===== src/rtl/lfsr_pkg.sv =====
// Shared types and constants for the LFSR test-pattern generator and its future MISR sibling.
package lfsr_pkg;

    typedef enum logic [1:0] {
        ST_IDLE = 2'd0,
        ST_RUN  = 2'd1,
        ST_FIN  = 2'd2
    } fsm_e;

    localparam logic MODE_FIB = 1'b0;
    localparam logic MODE_GAL = 1'b1;

endpackage


===== src/rtl/lfsr_next.sv =====
// Combinational LFSR step: Fibonacci (feedback into MSB) or Galois (tap mask XORed on LSB out).
module lfsr_next
    import lfsr_pkg::*;
#(
    parameter int WIDTH = 8
) (
    input  logic [WIDTH-1:0] i_state,
    input  logic [WIDTH-1:0] i_poly,
    input  logic             i_mode,
    output logic [WIDTH-1:0] o_next
);

    logic w_fb;

    assign w_fb = ^(i_state & i_poly);

    always_comb begin
        if (i_mode == MODE_GAL) begin
            o_next = {1'b0, i_state[WIDTH-1:1]} ^ ({WIDTH{i_state[0]}} & i_poly);
        end else begin
            o_next = {w_fb, i_state[WIDTH-1:1]};
        end
    end

endmodule


===== src/rtl/lfsr_tpg.sv =====
// BIST pattern generator: run-time polynomial LFSR with seed load, pattern count and
// START/BUSY/DONE handshake. An all-zero next state is replaced by DEF_SEED and flagged.
module lfsr_tpg
    import lfsr_pkg::*;
#(
    parameter int               WIDTH    = 8,
    parameter int               CNT_W    = 16,
    parameter logic [WIDTH-1:0] DEF_SEED = {WIDTH{1'b1}}
) (
    input  logic             i_clk,
    input  logic             i_rst_n,
    input  logic             i_start,
    input  logic             i_abort,
    input  logic             i_seed_ld,
    input  logic [WIDTH-1:0] i_seed,
    input  logic [WIDTH-1:0] i_poly,
    input  logic             i_mode,
    input  logic [CNT_W-1:0] i_num_pat,
    output logic [WIDTH-1:0] o_pattern,
    output logic             o_valid,
    output logic             o_busy,
    output logic             o_done,
    output logic             o_lockup
);

    fsm_e             r_fsm;
    fsm_e             w_fsm_nxt;
    logic [WIDTH-1:0] r_state;
    logic [WIDTH-1:0] r_poly;
    logic             r_mode;
    logic [CNT_W-1:0] r_cnt;
    logic             r_lockup;
    logic [WIDTH-1:0] w_next;
    logic [CNT_W-1:0] w_last;

    lfsr_next #(.WIDTH(WIDTH)) u_next (
        .i_state (r_state),
        .i_poly  (r_poly),
        .i_mode  (r_mode),
        .o_next  (w_next)
    );

    assign w_last = i_num_pat - CNT_W'(1);

    // NOTE: sequential state uses non-blocking assignments so every register samples pre-edge values.
    always_ff @(posedge i_clk) begin
        if (!i_rst_n) begin
            r_fsm <= ST_IDLE;
        end else begin
            r_fsm <= w_fsm_nxt;
        end
    end

    // NOTE: next state gets a default first, so no path through this block can infer a latch.
    always_comb begin
        w_fsm_nxt = r_fsm;
        unique case (r_fsm)
            ST_IDLE: begin
                if (i_start) begin
                    w_fsm_nxt = (i_num_pat == '0) ? ST_FIN : ST_RUN;
                end
            end
            ST_RUN: begin
                if (i_abort) begin
                    w_fsm_nxt = ST_IDLE;
                end else if (r_cnt == w_last) begin
                    w_fsm_nxt = ST_FIN;
                end
            end
            ST_FIN:  w_fsm_nxt = ST_IDLE;
            default: w_fsm_nxt = ST_IDLE;
        endcase
    end

    // A zero seed in IDLE sets LOCKUP even when START is accepted at the same edge.
    always_ff @(posedge i_clk) begin
        if (!i_rst_n) begin
            r_state  <= DEF_SEED;
            r_poly   <= '0;
            r_mode   <= MODE_FIB;
            r_cnt    <= '0;
            r_lockup <= 1'b0;
        end else begin
            unique case (r_fsm)
                ST_IDLE: begin
                    if (i_start) begin
                        r_poly   <= i_poly;
                        r_mode   <= i_mode;
                        r_cnt    <= '0;
                        r_lockup <= 1'b0;
                    end
                    if (i_seed_ld) begin
                        if (i_seed == '0) begin
                            r_state  <= DEF_SEED;
                            r_lockup <= 1'b1;
                        end else begin
                            r_state <= i_seed;
                        end
                    end
                end
                ST_RUN: begin
                    r_cnt <= r_cnt + CNT_W'(1);
                    if (w_next == '0) begin
                        r_state  <= DEF_SEED;
                        r_lockup <= 1'b1;
                    end else begin
                        r_state <= w_next;
                    end
                end
                default: ;
            endcase
        end
    end

    assign o_pattern = r_state;
    assign o_valid   = (r_fsm == ST_RUN);
    assign o_busy    = (r_fsm != ST_IDLE);
    assign o_done    = (r_fsm == ST_FIN);
    assign o_lockup  = r_lockup;

endmodule


===== config.mk =====
export PLATFORM = sky130hd
export DESIGN_NAME = lfsr_tpg
export DESIGN_NICKNAME = d
export VERILOG_FILES = /design/src/rtl/lfsr_pkg.sv /design/src/rtl/lfsr_next.sv /design/src/rtl/lfsr_tpg.sv
export SDC_FILE = /design/constraint.sdc
export NUM_CORES = 1
export LEC_CHECK = 0
export BUFFER_PORTS_ARGS = -buffer_cell sky130_fd_sc_hd__clkbuf_2
export CAP_MARGIN = 20
export CELL_PAD_IN_SITES_DETAIL_PLACEMENT = 1
export CELL_PAD_IN_SITES_GLOBAL_PLACEMENT = 2
export CORE_MARGIN = 4
export CORE_UTILIZATION = 30
export CTS_BUF_LIST = sky130_fd_sc_hd__clkbuf_2
export CTS_CLUSTER_DIAMETER = 120
export DETAILED_ROUTE_END_ITERATION = 6
export PLACE_DENSITY = 0.86
export SLEW_MARGIN = 20
export SYNTH_ARGS = -nofsm -noshare
export SYNTH_HDL_FRONTEND = slang
export SYNTH_SLANG_ARGS = --single-unit

===== constraint.sdc =====
create_clock -name i_clk -period 2.37 [get_ports i_clk]
set_input_delay 0.474 -clock i_clk [delete_from_list [all_inputs] [get_ports i_clk]]
set_output_delay 0.474 -clock i_clk [all_outputs]
set_load 0.02 [all_outputs]

* Word level (Yosys, flattened, before mapping)
Index checks and enable logic that the tools add are counted.
** Storage, ports and cells
- Flip-flop bits (word level) :: 36
- Input port bits :: 38
- Output and inout bits :: 12
- Word-level logic and storage cells :: 47
** Cells by class
- Add/subtract/negate cells :: 2
- Eq/ne operators :: 7
- Muxes and demuxes :: 17
- Bitwise logic cells :: 3
- Reduce and logical (&&, ||, !) cells :: 12
** Operator list (count)
- 8-bit 2-to-1 mux :: 4
- 16-bit case mux with 2 select lines :: 1
- 16-bit by 1-bit adder with 16-bit output (second input constant) :: 1
- 8-bit bitwise AND :: 2
- 16-bit == test :: 1
- 16-bit logical NOT :: 1
- 8-bit logical NOT :: 2
- 16-bit 2-to-1 mux :: 1
- 8-bit case mux with 2 select lines :: 1
- 16-bit by 1-bit subtractor with 16-bit output (second input constant) :: 1
- 2-bit AND reduction :: 5
- 2-bit 2-to-1 mux :: 4
- 8-bit parity :: 1
- 7-bit by 8-bit bitwise XOR with 8-bit output :: 1
- 1-bit 2-to-1 mux :: 4
- 2-bit != test (second input constant) :: 2
- 2-bit case mux with 2 select lines :: 1
- 2-bit nonzero test :: 2
- 3-bit by 2-bit != test with 1-bit output (second input constant) :: 1
- 2-bit by 1-bit == test with 1-bit output (second input constant) :: 1
- 2-bit == test (second input constant) :: 1
- 2-bit logical NOT :: 1
- 2-bit by 1-bit != test with 1-bit output (second input constant) :: 1
- 1-bit case mux with 2 select lines :: 1

* Logic depth before layout (Yosys ltp)
Gate-level depths: netlist of run 1.
- Word-level depth :: 6
- Gate-level depth with buffers :: 8
- Depth with buffers taken out :: 8

* Modules after synthesis
A second synthesis of run 1 with hierarchy kept.
** Unflattened totals
- Cells, all modules :: 317
- Area total of the unflattened synthesis :: 2394.8 um2
** By module, submodules not included
- lfsr_tpg :: instances 1, cells an instance 284, area an instance 2197.1 um2, sequential area each 720.7 um2
- lfsr_next :: instances 1, cells an instance 33, area an instance 197.7 um2, sequential area each 0.0 um2

* Least setup slack after synthesis of run 1
No wires, ideal clock.
- Path kind :: input -> register
- Start point :: in i_num_pat[4]
- End point :: reg r_fsm[1]
- Library setup time :: 0.121 ns
- Data arrival time :: 2.356 ns
- Data required time :: 2.249 ns
- Path slack :: -0.107 ns
- Stages on the path :: 8
- Buffers on the path :: 2
- Cell sequence :: buf_6 > or4_4 > buf_6 > or4_1 > a32oi_1 > o21ai_1 > and4_4 > a2bb2o_1
** Between the ends
- Cells in the longest elaborated chain, start to end :: 4
- Elaborated cells on any way between the ends :: 8
- Those cells by class :: add/sub (1); eq/ne (2); mux (3); reduce/logical (2)
** Ends and longest elaborated chain
- start, declared :: RTL line lfsr_tpg.sv:18 : input logic [CNT_W-1:0] i_num_pat,
- 16-bit by 1-bit subtractor with 16-bit output / 16-bit logical NOT (equally long branches) :: RTL line lfsr_tpg.sv:43, lfsr_tpg.sv:60
- 16-bit == test / 2-bit 2-to-1 mux (equally long branches) :: RTL line lfsr_tpg.sv:66, lfsr_tpg.sv:60
- 3-bit by 2-bit != test with 1-bit output (no source line) / 2-bit 2-to-1 mux (equally long branches)
- 2-bit AND reduction (no source line) / 2-bit case mux with 2 select lines (equally long branches)
- end signal, assigned :: RTL line lfsr_tpg.sv:50 : r_fsm <= w_fsm_nxt;
- end, declared :: RTL line lfsr_tpg.sv:26 : fsm_e r_fsm;
Several ways; a longest one is shown, not always the timed one. The select of a mux whose other input is x is not followed.
A chain may end at the register's enable or synchronous reset.

* Worst setup path after layout of run 1
- Start point :: reg r_poly[3]
- End point :: reg r_state[4] (netlist: o_pattern[4])
** Between the ends
- Cells in the longest elaborated chain, start to end :: 6
- Elaborated cells on any way between the ends :: 8
- Those cells by class :: mux (3); bitwise (3); reduce/logical (2)
** Ends and longest elaborated chain
- start, declared :: RTL line lfsr_tpg.sv:29 : logic [WIDTH-1:0] r_poly;
- start signal, assigned :: RTL line lfsr_tpg.sv:87 : r_poly <= i_poly;
- 8-bit bitwise AND (on tied branches) :: RTL line lfsr_next.sv:15, lfsr_next.sv:19
- 8-bit parity / 7-bit by 8-bit bitwise XOR with 8-bit output (equally long branches) :: RTL line lfsr_next.sv:15, lfsr_next.sv:19
- 8-bit 2-to-1 mux * :: RTL line lfsr_next.sv:18 : if (i_mode == MODE_GAL) begin
- 8-bit logical NOT * :: RTL line lfsr_tpg.sv:103 : if (w_next == '0) begin
- 8-bit 2-to-1 mux * :: RTL line lfsr_tpg.sv:103
- 8-bit case mux with 2 select lines * :: RTL line lfsr_tpg.sv:84 : unique case (r_fsm)
- end signal, assigned :: RTL line lfsr_tpg.sv:97 : r_state <= i_seed;
- end signal, assigned :: RTL line lfsr_tpg.sv:107 : r_state <= w_next;
- end, declared :: RTL line lfsr_tpg.sv:28 : logic [WIDTH-1:0] r_state;
Every way passes the cells marked *; elsewhere a longest branch is shown, timed or not.

==> results.yml, run 1 <==
status:
  status: "finished, final reports clean"
route:
  vias: 2869
  drc: 0
  wl_per_cell_um: 15.79
  drtAntennaViolNets: 0
  wl_um: 8527
  drt_iter0_drc: 68
  dr.pass1.iters: 4
  via_per_inst: 5.313
global_routing:
  grt_overflow: 0
  grt_max_degree: 35
  grt_pass1_vias: 2875
  antenna_found_initial: 0
  gr-usage-all-layers_pct: 16.73
  grt_pass1_wl_um: 14090
placed_design:
  place.gp.congestion: 0.8475
  place_area_um2: 3202
  dp_hpwl_um: 6702
  portBuffers: 49
  dp_slack_ps: -221.4
synthesis:
  synth_edf_count: 0
  yosysSeqAreaShare_pct: 26.84
  ys_types: 56
  synth_flop_cell: "dfxtp_1"
  synth_nets: 396
  ys.warnings.count: 0
  ys_ff_latch: 36
  synth_cells: 355
  synth_area_per_cell_um2: 7.564
  ys_async_sr_fraction_pct: 0
  syn-cell-area_um2: 2685
clock_network:
  ctsHoldBuffers: 0
  clock_latency_ps: 430
  cts_tree: "built"
  cts_made_buffers: 5
  cts_root_buf: "clkbuf_2"
  clk_pin_slew_ps: 230
  clock_sinks: 36
  htree_levels: 2
  clock_path_buffers: 2
worst_setup_path:
  path_max_fanout: 8
  path_class: "reg2reg"
  critPathRequiredTime_ps: 2720
  crit_slowest_cell: "or4_1"
  end_kind: "register"
  start_kind: "register"
  path_cells: "nor4bb_1 > a31oi_1 > o32a_1 > or4_1 > a221o_1 > a22oi_1"
  arrival_ps: 2630
  worst_path_largest_cell_delay_ps: 530
timing:
  slew_headroom_pct: 70.38
  finalCritPeriodShare_pct: 96.03
  rsz0062_at_grt: "false"
  worst_slew_pin_slew_ps: 440.3
  drv_slew: 0
  fin_worst_skew_ps: 30.71
  timing.final.ws_setup_ps: 94.00
  fmax_mhz: 439.4
  min_period_ps: 2276
  setup_viol: 0
  hold_violations: 0
final_layout:
  stdcell_area_um2: 3316
  drive_gt1_share_pct: 24.31
  area_growth_pct: 23.49
  multi_input_area_um2: 1839
  nets: 472
  regArea_um2: 720.7
  antennaDiodeCount: 0
  num-fill-cells: 1098
pwr:
  p_per_area_nw_per_um2: 477.5
  p_leak_nw: 1.295
  power_mw: 1.583
  ir_worst_vdd_v: 0.0002143
floorplan:
  die_area_um2: 10530
  boundaryPins: 50
  start_util_pct: 30.79
  dieHeight_um: 102.6
  rows: 34
  die_w_um: 102.6
  core_um2: 8721
min_path:
  min_path_type: "in2reg"
job:
  cap_violations: 0
cell type report:
class                   instances  share of cell area, %
multi-input cells             295                  55.47
flip-flops and latches         36                  21.74
repair buffers                 86                  15.77
well taps                     108                  4.075
clock inverters                 3                  1.283
inverters                       7                 0.9057
clock buffers                   5                 0.7547
what timing repair did:
item | CTS | global route
setup endpoints to repair | 0 | 3
gates resized for setup | 0 | 3
setup buffers | 0 | 5
placed cells by master (no fill, tap or decap), drive strengths merged, types with 2 or more instances in the layout:
| cell | n |
|---|---|
| a21boi | 18 |
| a21oi | 8 |
| a22oi | 6 |
| a31oi | 6 |
| and2 | 7 |
| and3 | 11 |
| buf | 37 |
| clkbuf | 54 |
| clkinvlp | 2 |
| dfxtp | 36 |
| ha | 3 |
| inv | 6 |
| mux2i | 3 |
| nand2 | 52 |
| nand2b | 3 |
| nand3 | 17 |
| nand3b | 2 |
| nand4 | 4 |
| nor2 | 30 |
| nor2b | 3 |
| nor3 | 9 |
| nor3b | 4 |
| nor4 | 7 |
| nor4b | 3 |
| nor4bb | 3 |
| o211ai | 3 |
| o21a | 2 |
| o21ai | 21 |
| o311ai | 2 |
| o31ai | 2 |
| o32a | 3 |
| or2 | 5 |
| or3 | 2 |
| or4 | 7 |
| xnor2 | 23 |
| xor2 | 13 |
kinds of logic (layout without fill, tap and decap cells):
logic type,after synthesis,in the layout,share of synthesized area [%]
flops,36,36,26.84
fa+ha+maj,3,3,1.398
buf+inv,24,101,5.219
xor+xnor,36,36,11.74
simple gates,172,172,33.04
mux,4,4,1.538
compound gates,80,80,20.22
per-stage QoR:
stage | hold slack [ps] | TNS, ps | instances | utilization (%)
4_1_cts | 242.8 | 0 | 535 | 37.49
6_report | 245.7 | 0 | 540 | 38.02
2_1_floorplan | 457.1 | -60.63 | 355 | -
3_3_place_gp | 469.2 | -161.2 | 527 | 36.71
3_5_place_dp | 487.1 | -416.6 | 527 | 36.71
5_1_grt | 216.2 | 0 | 540 | 38.02
sequential cells by signal (all words and copies together), names as in the netlist:
signal / cells
r_fsm: 2
o_lockup: 1
r_cnt: 16
r_poly: 8
o_pattern: 8
r_mode: 1
cell usage after synthesis, types with 2 or more instances:
cell,number,area (µm²)
o311ai_0,2,17.52
nand3_1,17,85.08
a21oi_1,8,40.04
xnor2_1,23,201.4
nand4_1,4,25.02
a21boi_0,18,135.1
nand2_1,52,195.2
nor3_1,9,45.04
a31oi_1,6,37.54
buf_6,3,33.78
clkbuf_1,9,33.78
nor4bb_1,3,30.03
and2_1,7,43.79
nor2_1,30,112.6
or4_1,6,45.04
a22oi_1,6,45.04
xor2_1,13,113.9
ha_1,3,37.54
o21a_1,2,15.01
or2_2,4,25.02
dfxtp_1,36,720.7
nor3b_1,4,30.03
o211ai_1,3,22.52
o21ai_0,20,100.1
and3_1,11,68.82
nor4b_1,3,26.28
inv_1,7,26.28
nand3b_1,2,15.01
o31ai_1,2,15.01
o32a_1,3,30.03
nor2b_1,3,18.77
nand2b_1,3,18.77
mux2i_1,3,30.03
or3_1,2,12.51
nor4_1,7,43.79
worst max-delay path: cells and delay by family (launching register included):
kind / cells / cell delay (ps)
flip-flops: 1 / 500
AO/OA/AOI/OAI: 4 / 910
AND/OR/NAND/NOR: 2 / 780
routing by layer:
metal	share of wire [%]	global-route usage, %	routed length [µm]
met5	0	0	0
met2	48	28.05	4097
met4	0.72	3.027	61
met3	3.4	3.248	292
met1	48	22.54	4076
power by group:
group,switching [mW],total (mW),internal (mW)
clock,0.240,0.416,0.176
combinational,0.261,0.471,0.210
sequential,0.0533,0.696,0.643
path summary, 6_finish.rpt:
path,start,to,slack [ps],cells after the start
hold / removal,i_poly[3],r_poly[3],250,3
hold reg to reg,o_lockup,o_lockup,500,2
setup reg to reg,r_poly[3],o_pattern[4],90,6
setup / recovery,r_poly[3],o_pattern[4],90,6
Note: power is estimated with default switching activity, not from simulation.
==> run 2: changes to the inputs <==
--- a/config.mk
+++ b/config.mk
@@ -5,16 +5,17 @@
 export SDC_FILE = /design/constraint.sdc
 export NUM_CORES = 1
 export LEC_CHECK = 0
+export ABC_AREA = 1
 export BUFFER_PORTS_ARGS = -buffer_cell sky130_fd_sc_hd__clkbuf_2
 export CAP_MARGIN = 20
 export CELL_PAD_IN_SITES_DETAIL_PLACEMENT = 1
 export CELL_PAD_IN_SITES_GLOBAL_PLACEMENT = 2
 export CORE_MARGIN = 4
-export CORE_UTILIZATION = 30
+export CORE_UTILIZATION = 27
 export CTS_BUF_LIST = sky130_fd_sc_hd__clkbuf_2
 export CTS_CLUSTER_DIAMETER = 120
 export DETAILED_ROUTE_END_ITERATION = 6
-export PLACE_DENSITY = 0.86
+export PLACE_DENSITY = 0.85
 export SLEW_MARGIN = 20
 export SYNTH_ARGS = -nofsm -noshare
 export SYNTH_HDL_FRONTEND = slang
==> run 2 against run 1 <==
Against the previous run: global-route usage down 2.4 points; clock power down 36%; critical path type is now reg2out; die area up 9.9%; fmax up 1.4%; highest routed layer unchanged; register-to-register slack better by 270 ps; largest cell class unchanged.
==> results.yml, run 2 <==
final_layout:
  antennaDiodeCount: 0
  num-fill-cells: 1322
  largest_register_ff_count: 16
  area_growth_pct: 15.98
  regArea_um2: 720.7
  utilization_pct: 31.92
  multi_input_area_um2: 1745
  drive_gt1_share_pct: 16.33
  final_common_cell: "nand2_1"
  final_cell_mix: "nand2_1 (126), nor2_1 (73), clkbuf_2 (54)"
  regMostFlops: "r_cnt"
  nets: 531
synthesis:
  ys_top_cells_by_area: "dfxtp_1 (27%), nand2_1 (18%), nor2_1 (10%)"
  synth_compound_area_share_pct: 11.50
  synth_adder_area_share_pct: 1.402
  synth_top_family_by_area: "simple AND/OR/NAND/NOR gates"
  synthMuxAreaShare_pct: 0
  synth_commonest_cells: "nand2_1 (126), nor2_1 (73), inv_1 (47)"
  ys_async_sr_fraction_pct: 0
  synth_cells: 440
  yosysSeqAreaShare_pct: 26.92
  ys_types: 33
  synth_flop_cell: "dfxtp_1"
  ys.warnings.count: 0
  yosys.area.top_type: "dfxtp_1"
  yosys.area_share.simple_pct: 43.13
  synth_most_common_cell: "nand2_1"
  synth_nets: 481
  synth_edf_count: 0
  synth_xor_area_share_pct: 9.159
  synth_top_area_share_pct: 26.92
  ys_ff_latch: 36
  syn-cell-area_um2: 2678
  synth_area_per_cell_um2: 6.085
timing:
  setup_viol: 0
  hold_violations: 0
  tns_ps: 0
  fmax_mhz: 445.4
  min_period_ps: 2245
  finalCritPeriodShare_pct: 94.73
  worst_slew_pin_slew_ps: 907.7
  fin_worst_skew_ps: 25.82
  drv_slew: 0
  timing.final.ws_setup_ps: 125.0
  rsz0062_at_grt: "false"
  slew_headroom_pct: 39.26
route:
  via_per_inst: 4.600
  wl_per_cell_um: 12.91
  wl_um: 8046
  drc: 0
  drt_iter0_drc: 90
  vias: 2866
  dr.pass1.iters: 4
  drtAntennaViolNets: 0
clock_network:
  cts_root_buf: "clkbuf_2"
  ctsHoldBuffers: 0
  clk_pin_slew_ps: 200
  cts_resized: 0
  cts_made_buffers: 5
  clock_path_buffers: 2
  clock_latency_ps: 380
  cts_setup_buffers: 0
  htree_levels: 2
  clock_sinks: 36
  cts_tree: "built"
pwr:
  p_seq_share_pct: 50.6
  p_switching_mw: 0.4961
  p_per_area_nw_per_um2: 431.4
  swShare_pct: 37.03
  p_clk_share_pct: 19.8
  ir_worst_vdd_v: 0.0002480
  p_leak_nw: 1.378
  comb_power_share_pct: 29.6
  p_int_mw: 0.8435
status:
  status: "finished, final reports clean"
global_routing:
  grt.met2_usage_pct: 25.75
  grt_max_degree: 19
  grt_use_met1_pct: 18.03
  grt_overflow: 0
  grt_pass1_wl_um: 13370
  grt_pass1_vias: 2871
  gr-usage-all-layers_pct: 14.31
  antenna_found_initial: 0
  grt.busiest_layer: "met2"
  met3_usage_pct: 2.100
worst_setup_path:
  r2r_slack_ps: 360
  arrival_ps: 1770
  path_class: "reg2out"
  start_kind: "register"
  end_kind: "output port"
  startpoint: "r_fsm[0]"
  crit_family: "buffers and inverters"
  worst_path_largest_cell_delay_ps: 430
  critPathRequiredTime_ps: 1900
  path_cells: "inv_1 > nor2_2 > buf_4 > clkbuf_2"
  rr_startpoint: "r_fsm[0]"
  crit_slowest_cell: "nor2_2"
  path_max_fanout: 12
  crit_buf_inv: 3
min_path:
  min_path_type: "in2reg"
  holdCritStartpoint: "i_poly[5]"
floorplan:
  dieHeight_um: 107.6
  die_w_um: 107.6
  rows: 36
  die_area_um2: 11570
  core_um2: 9729
  boundaryPins: 50
  start_util_pct: 27.52
job:
  cap_violations: 0
placed_design:
  place.gp.congestion: 0.7761
  portBuffers: 49
  dp_slack_ps: 252.8
  dp_hpwl_um: 6598
==> run 2: metrics by stage <==
stage | area [µm²] | hold WS, ps | power (mW) | cells
2_1_floorplan | 2678 | 454.1 | 0.9465 | 440
3_5_place_dp | 3073 | 493.2 | 1.090 | 616
3_3_place_gp | 3073 | 491.6 | 1.079 | 616
4_1_cts | 3105 | 281.9 | 1.365 | 623
6_report | 3105 | 312.8 | 1.340 | 623
5_1_grt | 3105 | 287.0 | 1.433 | 623
==> run 2: routing by layer <==
metal	wire [µm]	share of wire, %
met2	3971	49
met5	0	0
met4	67	0.83
met3	223	2.8
met1	3784	47
==> run 2: power groups by stage <==
stage	clock network [mW]	registers [mW]	logic [mW]
2_1_floorplan	0	0.699	0.248
3_3_place_gp	0	0.690	0.388
3_5_place_dp	0	0.690	0.399
4_1_cts	0.286	0.678	0.402
5_1_grt	0.303	0.682	0.447
6_report	0.266	0.677	0.397
==> run 2: path summary, 6_finish.rpt <==
path / end / cells after the start
worst max register to register: r_fsm[1] / 7
worst min-delay path: r_poly[5] / 3
worst max-delay path: o_valid / 4
worst min register to register: r_poly[7] / 2
==> run 2: worst register-to-register path, cell delays in order, from the launching register on <==
cell and delay, ps:
dfxtp_1 400, inv_1 60, nor2_2 430, clkinv_1 420, or2_0 320, o21bai_2 200
nand2_1 70, nor2_1 40
==> run 2: logic make-up after synthesis <==
family | after synthesis
compound gates | 55
xor+xnor | 28
fa+ha+maj | 3
buf+inv | 56
flops | 36
simple gates | 262
==> run 2: final cells by class <==
class                      count  area share [%]
clock buffer                   5          0.8058
timing repair buffer          51           8.380
multi-input combinational    348           56.20
inverter                      48           5.802
sequential                    36           23.21
tap                          133           5.359
clock inverter                 2          0.2417
